==> src/rtl/fetch_queue.sv <==
// Instruction-fetch front end: fetch PC, combinational ROM read, DEPTH-entry prefetch FIFO
// with valid/ready handoff to IF_ID and branch flush. Optional macro FQ_BYPASS_EN: empty-queue bypass.
module fetch_queue #(
  parameter int ADDR_W  = 8,
  parameter int DATA_W  = 32,
  parameter int DEPTH   = 4,
  parameter int PC_STEP = 4
) (
  input  logic                     clk,
  input  logic                     R,
  output logic [ADDR_W-1:0]        rom_addr,
  input  logic [DATA_W-1:0]        rom_data,
  input  logic                     branch_taken,
  input  logic [ADDR_W-1:0]        branch_target,
  input  logic                     id_ready,
  output logic                     if_valid,
  output logic [DATA_W-1:0]        if_instr,
  output logic [ADDR_W-1:0]        if_pc_plus_4,
  output logic [$clog2(DEPTH):0]   count
);

  localparam int PTR_W = $clog2(DEPTH);
  localparam int CNT_W = $clog2(DEPTH) + 1;
  localparam logic [CNT_W-1:0]  FULL_CNT = CNT_W'(DEPTH);
  localparam logic [ADDR_W-1:0] STEP     = ADDR_W'(PC_STEP);
  localparam logic [PTR_W-1:0]  PTR_ONE  = PTR_W'(1);
  localparam logic [CNT_W-1:0]  CNT_ONE  = CNT_W'(1);

  logic [ADDR_W-1:0] fetch_pc_q, fetch_pc_d;
  logic [PTR_W-1:0]  wr_ptr_q, wr_ptr_d;
  logic [PTR_W-1:0]  rd_ptr_q, rd_ptr_d;
  logic [CNT_W-1:0]  count_q, count_d;

  // Storage is deliberately not reset; slots are only meaningful while counted.
  logic [DATA_W-1:0] instr_mem [DEPTH];
  logic [ADDR_W-1:0] pc4_mem   [DEPTH];

  logic head_valid;
  logic bypass;
  logic pop;
  logic push;
  logic [ADDR_W-1:0] next_pc;

  assign next_pc    = fetch_pc_q + STEP;
  assign head_valid = (count_q != '0);

`ifdef FQ_BYPASS_EN
  assign bypass = (count_q == '0) & ~branch_taken & id_ready;
`else
  assign bypass = 1'b0;
`endif

  assign pop  = head_valid & id_ready & ~branch_taken;
  assign push = ~branch_taken & ~bypass & ((count_q < FULL_CNT) | pop);

  assign rom_addr     = fetch_pc_q;
  assign count        = count_q;
  assign if_valid     = head_valid | bypass;
  assign if_instr     = bypass ? rom_data : instr_mem[rd_ptr_q];
  assign if_pc_plus_4 = bypass ? next_pc  : pc4_mem[rd_ptr_q];

  always_comb begin
    fetch_pc_d = fetch_pc_q;
    wr_ptr_d   = wr_ptr_q;
    rd_ptr_d   = rd_ptr_q;
    count_d    = count_q;
    if (branch_taken) begin
      // Flush wins over everything; the head is dropped, not consumed.
      fetch_pc_d = branch_target;
      wr_ptr_d   = '0;
      rd_ptr_d   = '0;
      count_d    = '0;
    end else begin
      if (push || bypass) fetch_pc_d = next_pc;
      if (push)           wr_ptr_d   = wr_ptr_q + PTR_ONE;
      if (pop)            rd_ptr_d   = rd_ptr_q + PTR_ONE;
      case ({push, pop})
        2'b10:   count_d = count_q + CNT_ONE;
        2'b01:   count_d = count_q - CNT_ONE;
        default: count_d = count_q;
      endcase
    end
  end

  always_ff @(posedge clk or negedge R) begin
    if (!R) begin
      fetch_pc_q <= '0;
      wr_ptr_q   <= '0;
      rd_ptr_q   <= '0;
      count_q    <= '0;
    end else begin
      fetch_pc_q <= fetch_pc_d;
      wr_ptr_q   <= wr_ptr_d;
      rd_ptr_q   <= rd_ptr_d;
      count_q    <= count_d;
    end
  end

  always_ff @(posedge clk) begin
    if (push) begin
      instr_mem[wr_ptr_q] <= rom_data;
      pc4_mem[wr_ptr_q]   <= next_pc;
    end
  end

endmodule
==> config.mk <==
export PLATFORM = sky130hd
export DESIGN_NAME = fetch_queue
export DESIGN_NICKNAME = d
export VERILOG_FILES = /design/src/rtl/fetch_queue.sv
export SDC_FILE = /design/constraint.sdc
export NUM_CORES = 1
export LEC_CHECK = 0
export ABC_CLOCK_PERIOD_IN_PS = 3700
export CELL_PAD_IN_SITES_DETAIL_PLACEMENT = 2
export CELL_PAD_IN_SITES_GLOBAL_PLACEMENT = 2
export CORE_MARGIN = 2
export CORE_UTILIZATION = 45
export DETAILED_ROUTE_END_ITERATION = 10
export GPL_TIMING_DRIVEN = 0
export HOLD_SLACK_MARGIN = 0.03
export PLACE_DENSITY = 0.83
export SYNTH_ARGS = -nofsm -noshare
export SYNTH_HDL_FRONTEND = slang
export SYNTH_SLANG_ARGS = --single-unit
==> constraint.sdc <==
create_clock -name clk -period 3.7 [get_ports clk]
set_input_delay 1.11 -clock clk [delete_from_list [all_inputs] [get_ports clk]]
set_output_delay 1.11 -clock clk [all_outputs]
set_load 0.05 [all_outputs]
Word level (Yosys, flattened, before mapping). Memories as Yosys holds them, arrays and structs flattened. Cells that the tools add are included.

Add/subtract/negate cells: 5. $lt $le $gt $ge: 1. Equality and inequality tests: 2. Muxes and demuxes: 10. Bitwise operators: 5. Reductions and logical operators: 4.

Operators with widths (count): $mux W8 (2); $add A8 B3 Y8 const B (1); $mux W2 (4); $pmux W3 S2 (1); $reduce_bool A3 Y1 (2); $add A2 B1 Y2 const B (2); $reduce_bool A2 Y1 (2); $add A3 B1 Y3 const B (1); $and A1 B1 Y1 (3); $lt A3 B3 Y1 const B (1); $mux W3 (1); $sub A3 B1 Y3 const B (1); $eq A2 B1 Y1 const B (1); $eq A2 B2 Y1 const B (1); $mux W1 (2); $not A1 Y1 (1); $or A1 B1 Y1 (1).

Register bits: 15. Memory bits (writable): 160. Bits of input ports: 44. Output and inout bits: 52. Word-level logic and storage cells: 33. Memories: 2.

Memory list: instr_mem (depth 4, bits a word 32, read ports 1, clocked after memory_dff 0, wr ports 1, RTL line 35) `logic [DATA_W-1:0] instr_mem [DEPTH];`; pc4_mem (depth 4, bits a word 8, read ports 1, clocked after memory_dff 0, wr ports 1, RTL line 36) `logic [ADDR_W-1:0] pc4_mem [DEPTH];`.

Logic depth before layout (Yosys ltp). Gate-level depths: netlist of the first run.

Depth in word-level cells: 8. Mapped depth: 5. Mapped depth without buffers: 4.

Least setup slack after synthesis of the first run. OpenSTA, ideal clock, no wires.

Path type: input to register. From: input port branch_taken. To: memory instr_mem[0][0] (enable). Data arrival time: 2419 ps. Setup slack: 879 ps. Stages on the path: 3. Path through: buf_2 > nor2_1 > and2_1.

Longest elaborated chain between the ends: 6.

RTL lines: start: declaration (RTL line 13) `input logic branch_taken,`; $not A1 Y1 * (RTL line 53, 54); $and A1 B1 Y1 (RTL line 53) `assign pop = head_valid & id_ready & ~branch_taken;`; $or A1 B1 Y1 (RTL line 54) `assign push = ~branch_taken & ~bypass & ((count_q < FULL_CNT) | pop);`; $and A1 B1 Y1 * (RTL line 54); $mux W1 * (RTL line 100) `if (push) begin`; $mux W1 (implied by the code) * (RTL line 101) `instr_mem[wr_ptr_q] <= rom_data;`; end: declaration (RTL line 35).

Mark *: on every way between the ends. The rest lies on a longest branch, timed or not.

Worst setup path after layout of the first run.
From: register rd_ptr_q[0]. To: output port if_instr[3].

Longest elaborated chain between the ends: 1.

RTL lines: start: declaration (RTL line 31) `logic [PTR_W-1:0] rd_ptr_q, rd_ptr_d;`; start signal: assignment (RTL line 94) `rd_ptr_q <= rd_ptr_d;`; $mem_v2 Z4 W32; end: declaration (RTL line 17) `output logic [DATA_W-1:0] if_instr,`.

No other way between the ends.

==> results of run 1 <==
worst register-to-register path: stages, from the launching register on:
cell and delay, ns:
dfrtp_1 0.48, nor2b_2 0.23, buf_6 0.17, nor2_1 0.26, and2_2 0.60, buf_12 0.29
worst max-delay path by stage:
stage,startpoint,depth (start not counted),slack [ns],to
5_1_grt,rd_ptr_q[0],4,0.001,if_instr[22]
3_5_place_dp,id_ready,6,0.27,instr_mem[0][12]
4_1_cts,rd_ptr_q[0],4,0.001,if_instr[19]
2_1_floorplan,branch_taken,3,0.88,instr_mem[0][0]
6_report,rd_ptr_q[0],4,0.07,if_instr[3]
3_3_place_gp,id_ready,5,-0.60,instr_mem[0][21]
metal layers:
metal / track usage [%] / share of wire, % / vias up
met5: 0 / 0 / -
met4: 7.175 / 1.2 / 0
met3: 5.310 / 5.5 / 16
met2: 40.54 / 52 / 139
met1: 31.29 / 42 / 1846
li1: - / - / 1472
power by group through the flow:
stage	registers (mW)	clock network (mW)	logic (mW)
floorplan	2.62	0	1.38
global placement	2.56	0	2.05
detailed placement	2.59	0	2.16
CTS	2.56	1.88	2.16
global route	2.58	1.94	2.21
finish	2.56	1.86	2.11
cells in the mapped netlist:
library cell  number  area, um2
nand3b_1           1      7.510
or4_1              2      15.01
and2_1             4      25.02
o31ai_1            1      7.510
or3_1              2      12.51
a21oi_1            3      15.01
nand3_1            3      15.01
buf_1              1      3.750
mux4_2            40      900.9
mux2i_1            2      20.02
o311ai_1           3      26.28
or2_1              1      6.260
a211o_1            1      8.760
buf_6              5      56.30
edfxtp_1         160       4805
or2_2              1      6.260
nand2_1            7      26.28
mux2_2             2      22.52
ha_1               5      62.56
nor2b_2            1      8.760
buf_2              6      30.03
xnor2_1            5      43.79
fa_1               1      20.02
buf_4              2      15.01
o211ai_1           2      15.01
a31oi_1            1      6.260
inv_1              5      18.77
o21ai_0            2      10.01
o21ai_1            3      15.01
nand3_2            1      10.01
xor2_1             3      26.28
dfrtp_1           15      375.4
nor2_1             7      26.28
conb_1             1      3.750
clkbuf_1           1      3.750
logic make-up (layout without fill, tap and decap cells):
| group | after synthesis | count (layout) | share of synthesized area [%] |
|---|---|---|---|
| muxes | 44 | 44 | 14.14 |
| adders and majority gates | 6 | 6 | 1.238 |
| buffers and inverters | 20 | 151 | 1.913 |
| xor gates and xnor gates | 8 | 8 | 1.051 |
| DFF | 175 | 175 | 77.66 |
| and+or+nand+nor | 30 | 30 | 2.382 |
| AOI/OAI and AO/OA | 16 | 16 | 1.557 |
| other | 1 | 1 | 0.05622 |
cell type report:
type	instances	area [um2]	share of cell area, %
repair buffers	99	1059	12.36
plain buffers	15	108.9	1.271
well taps	184	230.2	2.688
clock buffers	17	425.4	4.968
clock inverters	15	173.9	2.031
flip-flops and latches	175	5180	60.49
multi-input cells	105	1368	15.97
inverters	5	18.77	0.2192
state kept, by name, indices dropped and copies added (netlist names):
register and flops:
rd_ptr_q 2, pc4_mem 32, rom_addr 8, count 3, wr_ptr_q 2, instr_mem 128
stage by stage:
step | hold WS, ns | instance area, um2
3_3_place_gp | 0.5186 | 7851
2_1_floorplan | 0.4936 | 6670
4_1_cts | 0.5728 | 8521
6_report | 0.5602 | 8563
3_5_place_dp | 0.5372 | 7936
5_1_grt | 0.5892 | 8563
timing repair:
item / CTS / global route
gates resized for setup: 12 / 17
endpoints found under the hold margin: 0 / 0
endpoints found under the setup margin: 12 / 17
pin swaps: 0 / 0
==> out/metrics.csv, run 1 <==
stage,metric,value,unit
run_status,outcome,completed,
detailed_routing,drc,0,
pwr,clockPowerShare,28.5,%
final_layout,fin_cells,615,
worst_setup_path,worstPathMaxFanout,10,
worst_setup_path,critPathBufInv,3,
worst_setup_path,cp.required,2.59,ns
die,dieArea,15810,um2
min_path,worstHoldStart,rom_addr[0],
sta,fin_crit_sh,98.19,%
clock_tree,cts_setup_buffers,0,
pwr,intPower,4.214,mW
synth,syn-instance-count,300,
clock_tree,clock_latency,0.44,ns
placement,gp_congestion,0.6642,
clock_tree,cts_buffers,17,
worst_setup_path,critPathTopFamily,buffers and inverters,
die,fp.dieH,125.7,um
placement,dp.cells,583,
pwr,power_frac_comb,32.4,%
synth,ys_ff_latch,175,
worst_setup_path,critPathKind,reg2out,
final_layout,drive_gt1_share,22.51,%
pwr,p_sw_share,35.42,%
pwr,power_density,762.0,nW/um2
final_layout,nFillCells,1211,
die,coreArea,14530,um2
detailed_routing,drtIter0Drc,266,
detailed_routing,wl,17.93,mm
clock_tree,postCtsHoldBufs,0,
sta,tns,0,ns
final_layout,layout_common_cells,"160 x edfxtp_1, 66 x clkdlybuf4s50_1, 40 x mux4_2",
synth,yosysSeqAreaShare,77.66,%
placement,io_buffers,95,
sta,final.setup.worst_slack,0.06714,ns
detailed_routing,wl_per_cell,29.15,um
clock_tree,htree_levels,4,
detailed_routing,drt_pass1_iterations,4,
grt,overflow,0,
synth,synth_nets,350,
clock_tree,cts_root_buf,clkbuf_16,
worst_setup_path,arrival,2.52,ns
placement,place_hpwl,11.21,mm
min_path,hold_depth,0,
die,pin_count,96,
sta,hold_viol_final,0,
die,die_w,125.7,um
sta,tightestPinTransition,0.7811,ns
min_path,hold_class,reg2reg,
clock_tree,cts_tree,built,
placement,place_ws,0.2677,ns
final_layout,final_common_cell,edfxtp_1,
synth,synth_area,6670,um2
grt,antenna_found_initial,0,
sta,final-setup-viol-count,0,
worst_setup_path,end_kind,primary output,
sta,final_max_slew_viol_count,0,
synth,ys_types,35,
final_layout,finalNetCount,468,
worst_setup_path,cp_slowest_cell,clkdlybuf4s50_1,
final_layout,fin_util,58.92,%
synth,avgSynthCellArea,22.23,um2
worst_setup_path,cpPeakStageDelay,0.72,ns
final_layout,area_growth,28.38,%
pwr,power.total,6.526,mW
worst_setup_path,r2r_cells,5,
worst_setup_path,timing.rr.end,instr_mem[0][13],
min_path,hold_path_end,pc4_mem[0][0],
clock_tree,clock-sinks,175,
final_layout,num_antenna_cells,0,
clock_tree,clk_pin_slew,0.07,ns
sta,finalCriticalPeriod,3.633,ns
pwr,power.switching,2.312,mW
sta,fmax,275.3,MHz
pwr,power_frac_seq,39.2,%
grt,grt_use_total,23.90,%
clock_tree,clockBufferDepth,2,
die,start_util,45.89,%
die,fp-row-count,44,
detailed_routing,vias_per_cell,5.647,
sta,skew,0.007860,ns
worst_setup_path,r2r_slack,1.37,ns
worst_setup_path,path_cells,buf_2 -> buf_6 -> mux4_2 -> clkdlybuf4s50_1,
pwr,ir_drop,360.4,uV
sta,max-slew-margin-rel,47.77,%
grt,grt_pass1_wl,26.86,mm
sta,rsz0062_at_grt,false,
flow_run,drv_cap,0,
grt,grt_max_degree,25,
pwr,leakagePower,3.002,nW
grt,first_global_vias,3999,
worst_setup_path,reg2reg_from,count[2],
synth,ys_warn_count,0,
worst_setup_path,start_kind,flop,
detailed_routing,via_count,3473,
detailed_routing,drt.antenna.violating_nets,0,
Note: power is estimated with default switching activity, not from simulation.
==> run 2, diff against run 1 <==
==> config.mk (replaced) <==
export PLATFORM = sky130hd
export DESIGN_NAME = fetch_queue
export DESIGN_NICKNAME = d
export VERILOG_FILES = /design/src/rtl/fetch_queue.sv
export SDC_FILE = /design/constraint.sdc
export NUM_CORES = 1
export LEC_CHECK = 0
export ABC_AREA = 1
export ABC_CLOCK_PERIOD_IN_PS = 3700
export CELL_PAD_IN_SITES_DETAIL_PLACEMENT = 2
export CELL_PAD_IN_SITES_GLOBAL_PLACEMENT = 2
export CORE_UTILIZATION = 40
export DETAILED_ROUTE_END_ITERATION = 10
export GPL_TIMING_DRIVEN = 0
export HOLD_SLACK_MARGIN = 0.03
export PLACE_DENSITY = 0.81
export SYNTH_ARGS = -nofsm -noshare
export SYNTH_HDL_FRONTEND = slang
export SYNTH_SLANG_ARGS = --single-unit
==> run 2 against run 1 <==
  * Setup slack better by 0.0082 ns
  * Cell count up 39%
  * Clock-buffer cell count up 5
  * Area after synthesis up 2.4%
  * Global-route usage up 1.7 points
==> out/metrics.csv, run 2 <==
stage,metric,value,unit,change
sta,skew,0.01002,ns,was 0.007860 ns
synth,ys_async_sr_fraction,8.571,%,unchanged
worst_setup_path,critPathKind,reg2out,,unchanged
placement,gp_congestion,0.7239,,was 0.6642
flow_run,drv_cap,0,,unchanged
sta,fin_crit_sh,97.96,%,was 98.19%
clock_tree,cts_setup_buffers,0,,unchanged
grt,grt_pass1_wl,32.55,mm,was 26.86 mm
synth,synth_area,6828,um2,was 6670 um2
final_layout,design_area,8775,um2,was 8563 um2
sta,final_max_slew_viol_count,0,,unchanged
synth,ys_types,35,,unchanged
grt,grt_max_degree,25,,unchanged
worst_setup_path,reg2reg_from,count[2],,unchanged
synth,syn-instance-count,503,,was 300
detailed_routing,wl_met3,881,um,was 978 um
clock_tree,htree_levels,4,,unchanged
final_layout,final_common_cell,edfxtp_1,,unchanged
final_layout,finalNetCount,670,,was 468
clock_tree,postCtsHoldBufs,0,,unchanged
sta,finalCriticalPeriod,3.625,ns,was 3.633 ns
detailed_routing,wl_per_cell,25.03,um,was 29.15 um
worst_setup_path,worstPathMaxFanout,10,,unchanged
sta,max-slew-margin-rel,42.90,%,was 47.77%
sta,tightestPinTransition,0.8545,ns,was 0.7811 ns
final_layout,fin_util,52.73,%,was 58.92%
detailed_routing,wl,21.35,mm,was 17.93 mm
run_status,outcome,completed,,unchanged
clock_tree,clock-sinks,175,,unchanged
detailed_routing,vias_per_cell,5.454,,was 5.647
final_layout,layout_common_cells,"160 x edfxtp_1, 83 x nor2_1, 79 x o21ai_0",,"was 160 x edfxtp_1, 66 x clkdlybuf4s50_1, 40 x mux4_2"
grt,overflow,0,,unchanged
pwr,ir_drop,428.6,uV,was 360.4 uV
clock_tree,clock_latency,0.43,ns,was 0.44 ns
pwr,power.total,7.292,mW,was 6.526 mW
grt,grt_use_total,25.63,%,was 23.90%
detailed_routing,drt.antenna.violating_nets,0,,unchanged
synth,synth_nets,553,,was 350
worst_setup_path,start_kind,flop,,unchanged
grt,first_global_vias,5305,,was 3999
synth,synth_common_cells,"160 x edfxtp_1, 87 x nor2_1, 79 x o21ai_0",,"was 160 x edfxtp_1, 40 x mux4_2, 15 x dfrtp_1"
detailed_routing,drtIter0Drc,269,,was 266
die,dieArea,17600,um2,was 15810 um2
synth,avgSynthCellArea,13.57,um2,was 22.23 um2
detailed_routing,drt_pass1_iterations,4,,unchanged
die,fp.dieH,132.7,um,was 125.7 um
synth,yosys.area.top_type,edfxtp_1,,unchanged
sta,fmax,275.9,MHz,was 275.3 MHz
clock_tree,cts_buffers,17,,unchanged
final_layout,largest_reg_flops,128,,unchanged
synth,synth.most_common_cell,edfxtp_1,,unchanged
synth,synth_top_area_share,70.37,%,was 72.03%
die,pin_count,96,,unchanged
final_layout,num_antenna_cells,0,,unchanged
final_layout,fin_cells,853,,was 615
die,coreArea,16640,um2,was 14530 um2
die,die_w,132.7,um,was 125.7 um
placement,io_buffers,94,,was 95
placement,placed_area,8162,um2,was 7936 um2
synth,yosysSeqAreaShare,75.87,%,was 77.66%
grt,antenna_found_initial,0,,unchanged
detailed_routing,drc,0,,unchanged
final_layout,top_register,instr_mem,,unchanged
detailed_routing,via_count,4652,,was 3473
final_layout,drive_gt1_share,12.16,%,was 22.51%
worst_setup_path,critPathLaunch,rd_ptr_q[1],,was rd_ptr_q[0]
synth,yosys_most_used_dff,edfxtp_1,,unchanged
sta,final-setup-viol-count,0,,unchanged
synth,synthTopCellsByArea,"edfxtp_1 70%, o21ai_0 5.8%, dfrtp_1 5.5%",,"was edfxtp_1 72%, mux4_2 14%, dfrtp_1 5.6%"
sta,fin_hold_ws,0.5761,ns,was 0.5602 ns
die,fp-row-count,47,,was 44
detailed_routing,wl_met2,11.36,mm,was 9.262 mm
min_path,hold_class,reg2reg,,unchanged
min_path,worstHoldStart,count[1],,was rom_addr[0]
pwr,power_density,831.1,nW/um2,was 762.0 nW/um2
clock_tree,clockBufferDepth,2,,unchanged
worst_setup_path,cp.required,2.59,ns,about the same
clock_tree,cts_resized,21,,was 12
die,start_util,41.03,%,was 45.89%
synth,ys_warn_count,0,,unchanged
detailed_routing,top_layer,met4,,unchanged
worst_setup_path,end_kind,primary output,,unchanged
clock_tree,cts_root_buf,clkbuf_16,,unchanged
sta,rsz0062_at_grt,false,,unchanged
final_layout,area_growth,28.51,%,was 28.38%
sta,hold_viol_final,0,,unchanged
clock_tree,cts_tree,built,,unchanged
synth,synth_edf_count,160,,unchanged
detailed_routing,met1_length,8.866,mm,was 7.468 mm
synth,ys_ff_latch,175,,unchanged
placement,place_hpwl,13.30,mm,was 11.21 mm
pwr,leakagePower,3.169,nW,was 3.002 nW
worst_setup_path,arrival,2.51,ns,was 2.52 ns
clock_tree,clk_pin_slew,0.07,ns,about the same
placement,dp.cells,821,,was 583
==> run 2: cell types whose count changed in the layout (fill, tap and decap cells not counted), moves of 10 or more <==
cell and change:
o21ai_0 +77, nor2_1 +76, mux4_2 -40, o22ai_1 +40, nand2_1 +30, dlymetal6s2s_1 -13
buf_2 +10, inv_1 +10
==> run 2: path summary, 6_finish.rpt <==
check,slack (ns),end,cells after the start
worst min register to register,0.58,count[1],2
worst max-delay path,0.08,if_instr[21],5
worst min-delay path,0.58,count[1],2
max in group asynchronous,2.08,rd_ptr_q[0],1
worst max register to register,1.55,instr_mem[0][19],4
min in group asynchronous,1.13,count[1],1
==> run 2: critical path: stages (launching register included) <==
cell	delay [ns]
dfrtp_1	0.47
inv_2	0.14
clkbuf_2	0.27
o21ai_0	0.14
o22ai_1	0.21
clkdlybuf4s50_1	0.85
==> run 2: per-stage QoR <==
stage	setup slack, ns	setup TNS (ns)
6_report	0.07533	0
3_3_place_gp	-1.925	-297.03
5_1_grt	0.001194	0
4_1_cts	0.03757	0
2_1_floorplan	0.08651	0
3_5_place_dp	0.2812	0
==> run 2: report_power, final <==
group          total [mW]  internal (mW)  switching [mW]
logic                2.76          0.739            2.02
registers            2.59           2.46           0.130
clock network        1.94           1.17           0.774
total                7.29           4.37            2.92
==> run 2: area by class of cell <==
cell class	count	area (um2)
multi-input combinational	280	1430
fill	1559	7868
clock inverter	10	161.4
inverter	19	78.83
clock buffer	22	464.2
buffer	29	171.4
sequential	175	5180
tap	220	275.3
timing repair buffer	98	1013
==> run 2: cells by family (layout without fill, tap and decap cells) <==
family,after synthesis,after routing,share of synthesized area (%)
DFF,175,175,75.87
buffers and inverters,48,178,3.628
adders and majority gates,6,6,1.209
and+or+nand+nor,140,140,8.191
other,1,1,0.05492
xor gates and xnor gates,3,3,0.4949
AOI/OAI and AO/OA,130,130,10.56
==> run 2: per-layer routing <==
| metal | up-vias | global-route usage [%] |
|---|---|---|
| li1 | 2069 | - |
| met5 | - | 0 |
| met2 | 142 | 46.17 |
| met4 | 0 | 7.407 |
| met1 | 2420 | 30.85 |
| met3 | 21 | 5.402 |
==> run 3, diff against run 2 <==
--- a/config.mk
+++ b/config.mk
@@ -9,6 +9,7 @@
 export ABC_CLOCK_PERIOD_IN_PS = 3700
 export CELL_PAD_IN_SITES_DETAIL_PLACEMENT = 2
 export CELL_PAD_IN_SITES_GLOBAL_PLACEMENT = 2
+export CORE_MARGIN = 2
 export CORE_UTILIZATION = 40
 export DETAILED_ROUTE_END_ITERATION = 10
 export GPL_TIMING_DRIVEN = 0
==> run 3 against run 2 <==
  * Combinational power hardly changed
  * Die area is 3.0% higher
  * Clock-buffer cell count stayed put
  * Global-route usage hardly changed
  * Highest routed layer unchanged
  * Clock skew is 0.0022 ns lower
  * Hold slack better by 0.0082 ns
  * Sequential cell count stayed put
  * Via count is 0.97% higher
  * First-iteration DRC count is 0.74% higher
  * Sequential power hardly changed
==> out/metrics.csv, run 3 (same netlist as run 2, synthesis figures left out) <==
stage,metric,value,unit,change
run_status,outcome,completed,,unchanged
placement,io_buffers,94,,unchanged
worst_setup_path,crit_end,if_instr[11],,was if_instr[21]
worst_setup_path,reg2reg_from,count[2],,unchanged
final_layout,final_common_cell,edfxtp_1,,unchanged
placement,place_hpwl,13.29,mm,was 13.30 mm
pwr,power.switching,2.957,mW,was 2.923 mW
final_layout,finalNetCount,670,,unchanged
worst_setup_path,r2r_slack,1.57,ns,was 1.55 ns
die,start_util,41.03,%,unchanged
final_layout,top_register,instr_mem,,unchanged
sta,rsz0062_at_grt,false,,unchanged
detailed_routing,drtIter0Drc,271,,was 269
clock_tree,htree_levels,4,,unchanged
pwr,power_density,838.0,nW/um2,was 831.1 nW/um2
worst_setup_path,timing.rr.end,instr_mem[0][10],,was instr_mem[0][19]
sta,fmax,275.7,MHz,was 275.9 MHz
sta,tns,0,ns,unchanged
clock_tree,cts_tree,built,,unchanged
grt,antenna_found_initial,0,,unchanged
grt,grt_max_degree,24,,was 25
grt,overflow,0,,unchanged
die,coreArea,16640,um2,unchanged
die,pin_count,96,,unchanged
placement,gp_congestion,0.7616,,was 0.7239
pwr,power.total,7.377,mW,was 7.292 mW
worst_setup_path,worstPathMaxFanout,10,,unchanged
clock_tree,clk_pin_slew,0.07,ns,about the same
clock_tree,cts_setup_buffers,0,,unchanged
worst_setup_path,critPathKind,reg2out,,unchanged
pwr,clockPowerShare,27.5,%,was 26.6%
grt,first_global_vias,5320,,was 5305
detailed_routing,drt.antenna.violating_nets,0,,unchanged
grt,grt_pass1_wl,33.62,mm,was 32.55 mm
die,fp-row-count,47,,unchanged
grt,gr-usage-met1,31.39,%,was 30.85%
worst_setup_path,arrival,2.52,ns,was 2.51 ns
final_layout,num_antenna_cells,0,,unchanged
grt,use_met2,46.14,%,was 46.17%
sta,final-setup-viol-count,0,,unchanged
final_layout,nFillCells,1560,,was 1559
grt,globalRouteMet3Util,4.392,%,was 5.402%
pwr,p_sw_share,40.08,%,was 40.09%
pwr,power_frac_comb,37.3,%,was 37.8%
grt,top_usage_layer,met2,,unchanged
sta,max-slew-margin-rel,41.78,%,was 42.90%
worst_setup_path,end_kind,primary output,,unchanged
sta,finalCriticalPeriod,3.628,ns,was 3.625 ns
final_layout,drive_gt1_share,12.48,%,was 12.16%
detailed_routing,drc,0,,unchanged
final_layout,area_growth,28.94,%,was 28.51%
die,die_w,134.7,um,was 132.7 um
detailed_routing,wl,22.28,mm,was 21.35 mm
worst_setup_path,critPathLaunch,rd_ptr_q[1],,unchanged
flow_run,drv_cap,0,,unchanged
worst_setup_path,r2r_cells,4,,unchanged
pwr,leakagePower,3.232,nW,was 3.169 nW
sta,fin_crit_sh,98.04,%,was 97.96%
sta,hold_viol_final,0,,unchanged
detailed_routing,drt_pass1_iterations,4,,unchanged
detailed_routing,wl_per_cell,26.12,um,was 25.03 um
pwr,power_frac_seq,35.2,%,was 35.5%
clock_tree,clockBufferDepth,2,,unchanged
pwr,intPower,4.421,mW,was 4.369 mW
pwr,ir_drop,387.8,uV,was 428.6 uV
grt,grt_use_total,25.65,%,was 25.63%
clock_tree,cts_buffers,17,,unchanged
clock_tree,clock_latency,0.44,ns,was 0.43 ns
final_layout,largest_reg_flops,128,,unchanged
detailed_routing,via_count,4697,,was 4652
clock_tree,clock-sinks,175,,unchanged
sta,skew,0.007851,ns,was 0.01002 ns
worst_setup_path,start_kind,flop,,unchanged
detailed_routing,vias_per_cell,5.506,,was 5.454
clock_tree,cts_root_buf,clkbuf_16,,unchanged
min_path,hold_class,reg2reg,,unchanged
final_layout,layout_common_cells,"160 x edfxtp_1, 83 x nor2_1, 79 x o21ai_0",,unchanged
worst_setup_path,cp.required,2.59,ns,about the same
die,fp.dieH,134.7,um,was 132.7 um
sta,tightestPinTransition,0.8712,ns,was 0.8545 ns
die,dieArea,18130,um2,was 17600 um2
sta,final_max_slew_viol_count,0,,unchanged
## run 3: per-stage QoR
stage | worst slack [ns] | cell area [um2] | hold WS (ns) | cells | utilization, %
5_1_grt | 0.01490 | 8803 | 0.6010 | 853 | 52.90
6_report | 0.07242 | 8803 | 0.5843 | 853 | 52.90
2_1_floorplan | 0.08651 | 6828 | 0.4975 | 503 | -
3_3_place_gp | -2.038 | 8044 | 0.5489 | 817 | 48.33
4_1_cts | 0.006689 | 8786 | 0.5812 | 853 | 52.79
3_5_place_dp | 0.2316 | 8162 | 0.5634 | 821 | 49.04
## run 3: power by group through the flow
stage,Combinational (mW),Clock [mW],Sequential [mW]
floorplan,1.65,0,2.69
global placement,2.69,0,2.62
detailed placement,2.86,0,2.63
CTS,2.78,2.05,2.60
global route,2.91,2.11,2.62
finish,2.75,2.03,2.60
## run 3: how the worst min path moves through the flow
stage | start | to | slack, ns | depth (start not counted)
after global routing | rom_addr[0] | pc4_mem[2][0] | 0.60 | 0
after floorplan | rom_addr[0] | pc4_mem[0][0] | 0.50 | 0
after global placement | count[1] | count[1] | 0.55 | 2
final | rom_addr[0] | pc4_mem[0][0] | 0.58 | 0
after detailed placement | rom_addr[1] | pc4_mem[2][1] | 0.56 | 0
after CTS | rom_addr[0] | pc4_mem[3][0] | 0.58 | 0
## run 3: worst max-delay path, stage by stage (launching register included)
cell and delay [ns]:
dfrtp_1 0.50, inv_2 0.16, clkbuf_2 0.29, o21ai_0 0.15, o22ai_1 0.14, clkdlybuf4s50_1 0.82
## run 3: timing repair
action / 4_1_cts / 5_1_grt
endpoints found under the setup margin: 33 / 12
hold buffers: 0 / 0
resized for setup: 29 / 12
## run 3: routing by layer
metal / part of all wire, % / up-vias
li1: - / 2069
met1: 41 / 2470
met2: 54 / 137
met3: 3.4 / 21
met4: 1.3 / 0
met5: 0 / -
## run 3: area by class of cell
class	instances	area [um2]	share of cell area, %
Buffer	29	171.4	1.947
Clock buffer	22	474.2	5.387
Clock inverter	10	183.9	2.089
Inverter	19	78.83	0.8954
Multi-Input combinational cell	280	1430	16.25
Sequential cell	175	5180	58.84
Tap cell	220	275.3	3.127
Timing Repair Buffer	98	1010	11.47
